## config.mk

```make
export PLATFORM = sky130hd
export DESIGN_NAME = sokoban_stage_ctrl
export DESIGN_NICKNAME = d
export VERILOG_FILES = /design/src/rtl/sokoban_pkg.sv /design/src/rtl/sokoban_move_eval.sv /design/src/rtl/sokoban_stage_ctrl.sv
export SDC_FILE = /design/constraint.sdc
export NUM_CORES = 1
export LEC_CHECK = 0
export BUFFER_PORTS_ARGS = -buffer_cell sky130_fd_sc_hd__buf_2
export CAP_MARGIN = 20
export CELL_PAD_IN_SITES_DETAIL_PLACEMENT = 0
export CELL_PAD_IN_SITES_GLOBAL_PLACEMENT = 2
export CORE_ASPECT_RATIO = 0.75
export CORE_MARGIN = 5
export CORE_UTILIZATION = 31
export DETAILED_ROUTE_END_ITERATION = 10
export GPL_TIMING_DRIVEN = 0
export PLACE_DENSITY_LB_ADDON = 0.3
export SLEW_MARGIN = 15
export SYNTH_ARGS = -nofsm -noshare
export SYNTH_HDL_FRONTEND = slang
export SYNTH_SLANG_ARGS = --single-unit
```

## constraint.sdc

```tcl
create_clock -name clk -period 10 [get_ports clk]
set_input_delay 0.5 -clock clk [delete_from_list [all_inputs] [get_ports clk]]
set_output_delay 0.5 -clock clk [all_outputs]
set_load 0.05 [all_outputs]
```

## src/rtl/sokoban_pkg.sv

```systemverilog
// Shared encodings, field layout and grid helpers for the Sokoban stage controller.
package sokoban_pkg;

  localparam int unsigned GRID    = 8;
  localparam int unsigned COORD_W = 3;
  localparam int unsigned CELL_W  = 6;
  localparam int unsigned MAP_W   = GRID * GRID;
  localparam int unsigned STATE_W = 2 * MAP_W + 2 * COORD_W;
  localparam int unsigned DIR_W   = 2;
  localparam int unsigned STAGE_W = 2;

  localparam int unsigned BOX_MSB = 133;
  localparam int unsigned AUX_MSB = 69;
  localparam int unsigned PX_MSB  = 5;
  localparam int unsigned PY_MSB  = 2;

  typedef enum logic [DIR_W-1:0] {
    DIR_UP    = 2'd0,
    DIR_DOWN  = 2'd1,
    DIR_LEFT  = 2'd2,
    DIR_RIGHT = 2'd3
  } dir_e;

  typedef enum logic [2:0] {
    ST_LOAD  = 3'd0,
    ST_IDLE  = 3'd1,
    ST_EXEC  = 3'd2,
    ST_CHECK = 3'd3,
    ST_WIN   = 3'd4
  } state_e;

  // Field order matches {box_map, aux_map, px, py} of the init table.
  typedef struct packed {
    logic [MAP_W-1:0]   box;
    logic [MAP_W-1:0]   aux;
    logic [COORD_W-1:0] px;
    logic [COORD_W-1:0] py;
  } game_state_t;

  typedef struct packed {
    logic               off;
    logic [COORD_W-1:0] x;
    logic [COORD_W-1:0] y;
  } cell_t;

  function automatic logic [CELL_W-1:0] cell_idx(input cell_t c);
    return {c.y, c.x};
  endfunction

  // One step in direction d; off is sticky so a step from an off-grid cell stays off-grid.
  function automatic cell_t step_cell(input cell_t c, input dir_e d);
    cell_t r;
    r = c;
    case (d)
      DIR_UP: begin
        r.off = c.off | (c.y == 3'd0);
        r.y   = 3'(c.y - 3'd1);
      end
      DIR_DOWN: begin
        r.off = c.off | (c.y == 3'd7);
        r.y   = 3'(c.y + 3'd1);
      end
      DIR_LEFT: begin
        r.off = c.off | (c.x == 3'd0);
        r.x   = 3'(c.x - 3'd1);
      end
      DIR_RIGHT: begin
        r.off = c.off | (c.x == 3'd7);
        r.x   = 3'(c.x + 3'd1);
      end
      default: r = c;
    endcase
    return r;
  endfunction

endpackage

```

## src/rtl/sokoban_move_eval.sv

```systemverilog
// Combinational evaluation of one player move: blocking, push and new position.
module sokoban_move_eval
  import sokoban_pkg::*;
(
  input  logic [MAP_W-1:0]   wall_i,
  input  logic [MAP_W-1:0]   box_i,
  input  logic [COORD_W-1:0] px_i,
  input  logic [COORD_W-1:0] py_i,
  input  logic [DIR_W-1:0]   dir_i,
  output logic               ok_c,
  output logic [MAP_W-1:0]   new_box_c,
  output logic [COORD_W-1:0] new_px_c,
  output logic [COORD_W-1:0] new_py_c
);

  cell_t             here;
  cell_t             tgt;
  cell_t             bey;
  logic [CELL_W-1:0] t_idx;
  logic [CELL_W-1:0] b_idx;
  logic              box_t;
  logic              blocked;

  assign here  = '{off: 1'b0, x: px_i, y: py_i};
  assign tgt   = step_cell(here, dir_e'(dir_i));
  assign bey   = step_cell(tgt, dir_e'(dir_i));
  assign t_idx = cell_idx(tgt);
  assign b_idx = cell_idx(bey);
  assign box_t = box_i[t_idx];

  // Off-grid flags mask the wrapped indices, so stale bits at those indices never matter.
  assign blocked = tgt.off | wall_i[t_idx] |
                   (box_t & (bey.off | wall_i[b_idx] | box_i[b_idx]));

  always_comb begin
    ok_c      = ~blocked;
    new_box_c = box_i;
    new_px_c  = px_i;
    new_py_c  = py_i;
    if (!blocked) begin
      new_px_c = tgt.x;
      new_py_c = tgt.y;
      if (box_t) begin
        new_box_c[t_idx] = 1'b0;
        new_box_c[b_idx] = 1'b1;
      end
    end
  end

endmodule

```

## src/rtl/sokoban_stage_ctrl.sv

```systemverilog
// Stage sequencer and move engine: loads a level from the init table, applies moves, detects wins.
module sokoban_stage_ctrl
  import sokoban_pkg::*;
#(
  parameter int unsigned NUM_STAGES = 2,
  parameter int unsigned CNT_W      = 10
) (
  input  logic                 clk,
  input  logic                 rst_n,
  input  logic                 restart,
  input  logic                 next_stage,
  input  logic                 mv_valid,
  input  logic [DIR_W-1:0]     mv_dir,
  output logic                 mv_ready,
  output logic                 mv_done,
  output logic                 mv_ok,
  output logic [STAGE_W-1:0]   stage,
  input  logic [MAP_W-1:0]     init_wall,
  input  logic [MAP_W-1:0]     init_dest,
  input  logic [STATE_W-1:0]   init_state,
  output logic [MAP_W-1:0]     wall,
  output logic [MAP_W-1:0]     destination,
  output logic [STATE_W-1:0]   game_state,
  output logic                 won,
  output logic [CNT_W-1:0]     move_cnt,
  output logic                 busy
);

  localparam logic [STAGE_W-1:0] LAST_STAGE = STAGE_W'(NUM_STAGES - 1);
  localparam logic [CNT_W-1:0]   CNT_MAX    = {CNT_W{1'b1}};

  state_e               state_q, state_d;
  logic [STAGE_W-1:0]   stage_q, stage_d;
  logic [MAP_W-1:0]     wall_q, wall_d;
  logic [MAP_W-1:0]     dest_q, dest_d;
  game_state_t          gs_q, gs_d;
  logic [CNT_W-1:0]     cnt_q, cnt_d;
  dir_e                 dir_q, dir_d;
  logic                 done_q, done_d;
  logic                 ok_q, ok_d;
  logic                 ready_q, ready_d;
  logic                 won_q, won_d;
  logic                 busy_q, busy_d;

  logic                 ev_ok;
  logic [MAP_W-1:0]     ev_box;
  logic [COORD_W-1:0]   ev_px;
  logic [COORD_W-1:0]   ev_py;

  sokoban_move_eval u_move_eval (
    .wall_i    (wall_q),
    .box_i     (gs_q.box),
    .px_i      (gs_q.px),
    .py_i      (gs_q.py),
    .dir_i     (dir_q),
    .ok_c      (ev_ok),
    .new_box_c (ev_box),
    .new_px_c  (ev_px),
    .new_py_c  (ev_py)
  );

  // State and datapath registers.
  always_ff @(posedge clk or negedge rst_n) begin
    if (!rst_n) begin
      state_q <= ST_LOAD;
      stage_q <= '0;
      wall_q  <= '0;
      dest_q  <= '0;
      gs_q    <= '0;
      cnt_q   <= '0;
      dir_q   <= DIR_UP;
      done_q  <= 1'b0;
      ok_q    <= 1'b0;
      ready_q <= 1'b0;
      won_q   <= 1'b0;
      busy_q  <= 1'b1;
    end else begin
      state_q <= state_d;
      stage_q <= stage_d;
      wall_q  <= wall_d;
      dest_q  <= dest_d;
      gs_q    <= gs_d;
      cnt_q   <= cnt_d;
      dir_q   <= dir_d;
      done_q  <= done_d;
      ok_q    <= ok_d;
      ready_q <= ready_d;
      won_q   <= won_d;
      busy_q  <= busy_d;
    end
  end

  // Next-state, datapath updates and registered status flags.
  always_comb begin
    state_d = state_q;
    stage_d = stage_q;
    wall_d  = wall_q;
    dest_d  = dest_q;
    gs_d    = gs_q;
    cnt_d   = cnt_q;
    dir_d   = dir_q;
    done_d  = 1'b0;
    ok_d    = 1'b0;

    case (state_q)
      ST_LOAD: begin
        wall_d  = init_wall;
        dest_d  = init_dest;
        gs_d    = game_state_t'(init_state);
        cnt_d   = '0;
        state_d = ST_IDLE;
      end
      ST_IDLE: begin
        if (mv_valid) begin
          dir_d   = dir_e'(mv_dir);
          state_d = ST_EXEC;
        end
      end
      ST_EXEC: begin
        done_d  = 1'b1;
        ok_d    = ev_ok;
        if (ev_ok) begin
          gs_d.box = ev_box;
          gs_d.px  = ev_px;
          gs_d.py  = ev_py;
          cnt_d    = (cnt_q == CNT_MAX) ? cnt_q : CNT_W'(cnt_q + CNT_W'(1));
        end
        state_d = ST_CHECK;
      end
      ST_CHECK: begin
        state_d = ((gs_q.box & dest_q) == dest_q) ? ST_WIN : ST_IDLE;
      end
      ST_WIN: begin
        if (next_stage) begin
          stage_d = (stage_q == LAST_STAGE) ? '0 : STAGE_W'(stage_q + STAGE_W'(1));
          state_d = ST_LOAD;
        end
      end
      default: state_d = ST_LOAD;
    endcase

    // Restart overrides everything and discards any move still in EXEC.
    if (restart) begin
      state_d = ST_LOAD;
      stage_d = stage_q;
      done_d  = 1'b0;
      ok_d    = 1'b0;
      if (state_q == ST_EXEC) begin
        gs_d  = gs_q;
        cnt_d = cnt_q;
      end
    end

    ready_d = (state_d == ST_IDLE);
    won_d   = (state_d == ST_WIN);
    busy_d  = (state_d == ST_LOAD) || (state_d == ST_EXEC) || (state_d == ST_CHECK);
  end

  assign mv_ready    = ready_q;
  assign mv_done     = done_q;
  assign mv_ok       = ok_q;
  assign stage       = stage_q;
  assign wall        = wall_q;
  assign destination = dest_q;
  assign game_state  = gs_q;
  assign won         = won_q;
  assign move_cnt    = cnt_q;
  assign busy        = busy_q;

endmodule

```

==> key figures <==
Outcome
  • Status: finished, final reports clean

Worst setup path
  • Crit path to: game_state[130]
  • Crit. End Element: flip-flop
  • CP max stage delay: 830 ps
  • Data required, critical path: 10,530 ps
  • Reg-to-Reg End: game_state[130]
  • Most used cell, CP: buf_2
  • Buf/Inv on CP: 10
  • Startpoint Class: flip-flop
  • Slowest stage cell, crit path: mux2i_1
  • Levels on crit path: 27
  • CP arrival: 9430 ps
  • Worst r2r src: game_state[3]
  • Delay-heaviest family, CP: buffers and inverters
  • Crit path launch: game_state[3]
  • R2R depth: 27
  • Critical path peak fanout: 10
  • Critical path type: reg2reg
  • R2R setup slack: 1100 ps

Clock network
  • H-tree Lvls: 1
  • Worst skew pair latency: 620 ps
  • Clock buffer depth: 3
  • CTS Root Cell: clkbuf_16
  • Hold-fix buffers, CTS: 1
  • Num CTS Buffers: 31
  • TritonCTS clock tree: done
  • Post-CTS Setup Repair Bufs: 0
  • Clock-pin slew on the worst setup and hold paths: 70 ps
  • Post_cts resized: 0
  • Num Clock Sinks: 284

Synthesis
  • Synth top area share: 43.0%
  • Post-Syn Area: 16,500 um2
  • Post-Synthesis Cells: 1,973
  • Register area share after synthesis: 43.2%
  • Mapped Avg Cell Area: 8.35 um2
  • Yosys top cell by area: dfrtp_1
  • Synth unique cells: 82
  • Largest cells by area after synthesis: dfrtp_1 (43%), nand2_1 (14%), a221o_1 (3.6%)
  • Yosys reg bits: 284
  • Post-synth EDFFs: 0
  • Yosys warning count: 0
  • Post-Syn Nets: 2,247
  • Post-synth top flop: dfrtp_1
  • FFs w/ async S/R, synth: 100%

Global route
  • Vias in the first global route: 18.1k
  • GRT overflow: 0
  • Initial antenna violation count: 6
  • First-pass GRT wire length: 133,000 um
  • GRT Total Usage: 31.0%
  • Pin count of the biggest net entering global routing: 85

Placed design
  • Dpl hpwl: 74,000 um
  • Placer Congestion: 1.02
  • PortBufs: 547

Power and ir drop
  • Switching part of the total: 57.1%
  • Clock power share: 15.5%
  • Psw: 4310 uW
  • Worst ir drop on vdd: 0.000176 V
  • Combinational share of power: 61.1%
  • Internal power: 3230 uW
  • Sequential share of power: 23.4%
  • P per Cell Area: 354 nW/um2
  • Leakage: 0.0104 uW

Timing
  • Peak Freq: 112 MHz
  • Final Max Tran Viols: 0
  • Tcrit/Tclk final: 89.0%
  • Slew HR: 15.5%
  • Final count of negative-setup-slack endpoints: 0
  • Clock Skews: 18.3 ps
  • Final TNS setup: 0 ps
  • Slew @ Worst Pin: 1260 ps
  • Fin. Hold Viols: 0
  • RSZ-0062 raised after global routing: false
  • Fin crit period: 8900 ps

Drt
  • Drc violations: 0
  • Drt first pass iters: 5
  • Vias: 18.6k
  • ANT nets after route: 0
  • Vias per cell: 5.64
  • DRT Wirelength: 94,900 um
  • DR iter-0 viols: 2,236
  • Avg WL per Cell: 28.8 um

Layout
  • Leading cell type in the layout, fill and taps excluded: nand2_1
  • P&R area growth vs syn: 29.3%
  • Final Core Density: 40.3%
  • Share of cells above drive strength 1: 27.7%
  • Commonest non-fill, non-tap cells in the layout: nand2_1 (632), buf_2 (577), dfrtp_1 (283)
  • Post-layout net count: 2,838

Floorplanning
  • IO Pins: 548
  • Die width: 276 um
  • Die Ht: 210 um
  • Starting Density: 31.2%
  • Die footprint: 57,900 um2
  • Core Area: 52,800 um2
  • Rows: 73

Flow run
  • Max-cap violation count: 0

Hold path
  • HP Class: in2reg
==> state kept, by name (all words and copies together), names as in the netlist, 2 cells and up <==
name / count
stage: 2
wall: 64
state_q: 3
game_state: 134
dir_q: 2
destination: 64
move_cnt: 10
==> worst min-delay path, stage by stage <==
cell and delay (ps):
buf_2 70, nand2_1 40, nand2_1 40
==> logic make-up after synthesis <==
logic type                 Yosys count  share of synthesized area [%]
buffers and inverters              264                           6.83
and+or+nand+nor                    852                           21.5
DFF                                284                           43.2
adders and majority gates            5                          0.517
AOI/OAI and AO/OA                  476                           20.2
xor gates and xnor gates            17                           1.25
muxes                               75                           6.52
==> per-stage QoR <==
step                area, um2  total power, uW  instances  hold slack [ps]  worst slack, ps
floorplan               16500             4370       1973              204             4070
global placement        20100             6140       3232              454             1500
detailed placement      20300             6190       3240              449             1440
CTS                     21300             7370       3294             42.4             1400
global route            21300             7740       3297             62.1             1020
finish                  21300             7540       3300             76.4             1100
==> power by group through the flow <==
stage,logic (uW),registers (uW),clock network [uW]
floorplan,2060,2310,0
global placement,4380,1760,0
detailed placement,4420,1770,0
CTS,4440,1750,1190
global route,4740,1770,1230
finish,4600,1770,1170
==> cells in the mapped netlist (6+ instances only) <==
master and number:
a221oi_1 16, o22ai_1 27, and3_1 11, a221o_1 59
buf_2 31, xnor2_1 6, mux2_2 11, buf_6 9
nand4_1 16, a31oi_1 10, nor2b_1 10, inv_1 117
o31ai_1 7, nand2_1 632, nor2_1 67, nand3_1 36
buf_4 7, a21oi_1 52, a211oi_1 12, a31o_2 6
mux4_2 24, clkbuf_1 91, buf_1 7, dfrtp_1 283
xor2_1 6, o21ai_0 103, or3_1 11, o2111ai_1 9
mux2i_1 36, o211ai_1 75, o21ai_1 39, nor4_1 9
nor3_1 35
==> layer usage <==
metal / up-vias / part of all wire [%] / GRT usage, %
li1: 8103 / - / -
met1: 9249 / 43 / 44.3
met2: 1094 / 44 / 48.2
met3: 156 / 10 / 7.65
met4: 2 / 2.5 / 6.66
met5: - / 0.014 / 0
==> how the worst min path moves through the flow <==
stage / start / to / slack (ps) / cells after the start
3_5_place_dp: rst_n / game_state[1] / 450 / 1
4_1_cts: init_state[14] / game_state[14] / 40 / 3
6_report: init_wall[7] / wall[7] / 80 / 3
5_1_grt: init_wall[3] / wall[3] / 60 / 3
3_3_place_gp: game_state[9] / game_state[9] / 450 / 2
2_1_floorplan: rst_n / destination[0] / 200 / 0
==> area by class of cell <==
type | instances | area [um2]
clock buffers | 46 | 882
multi-input cells | 1425 | 8270
diodes | 4 | 10.0
flip-flops and latches | 284 | 7110
repair buffers | 558 | 2900
clock inverters | 7 | 100
plain buffers | 146 | 682
inverters | 118 | 443
fillers | 5626 | 31500
well taps | 712 | 891
(Power assumes the default switching activity.)
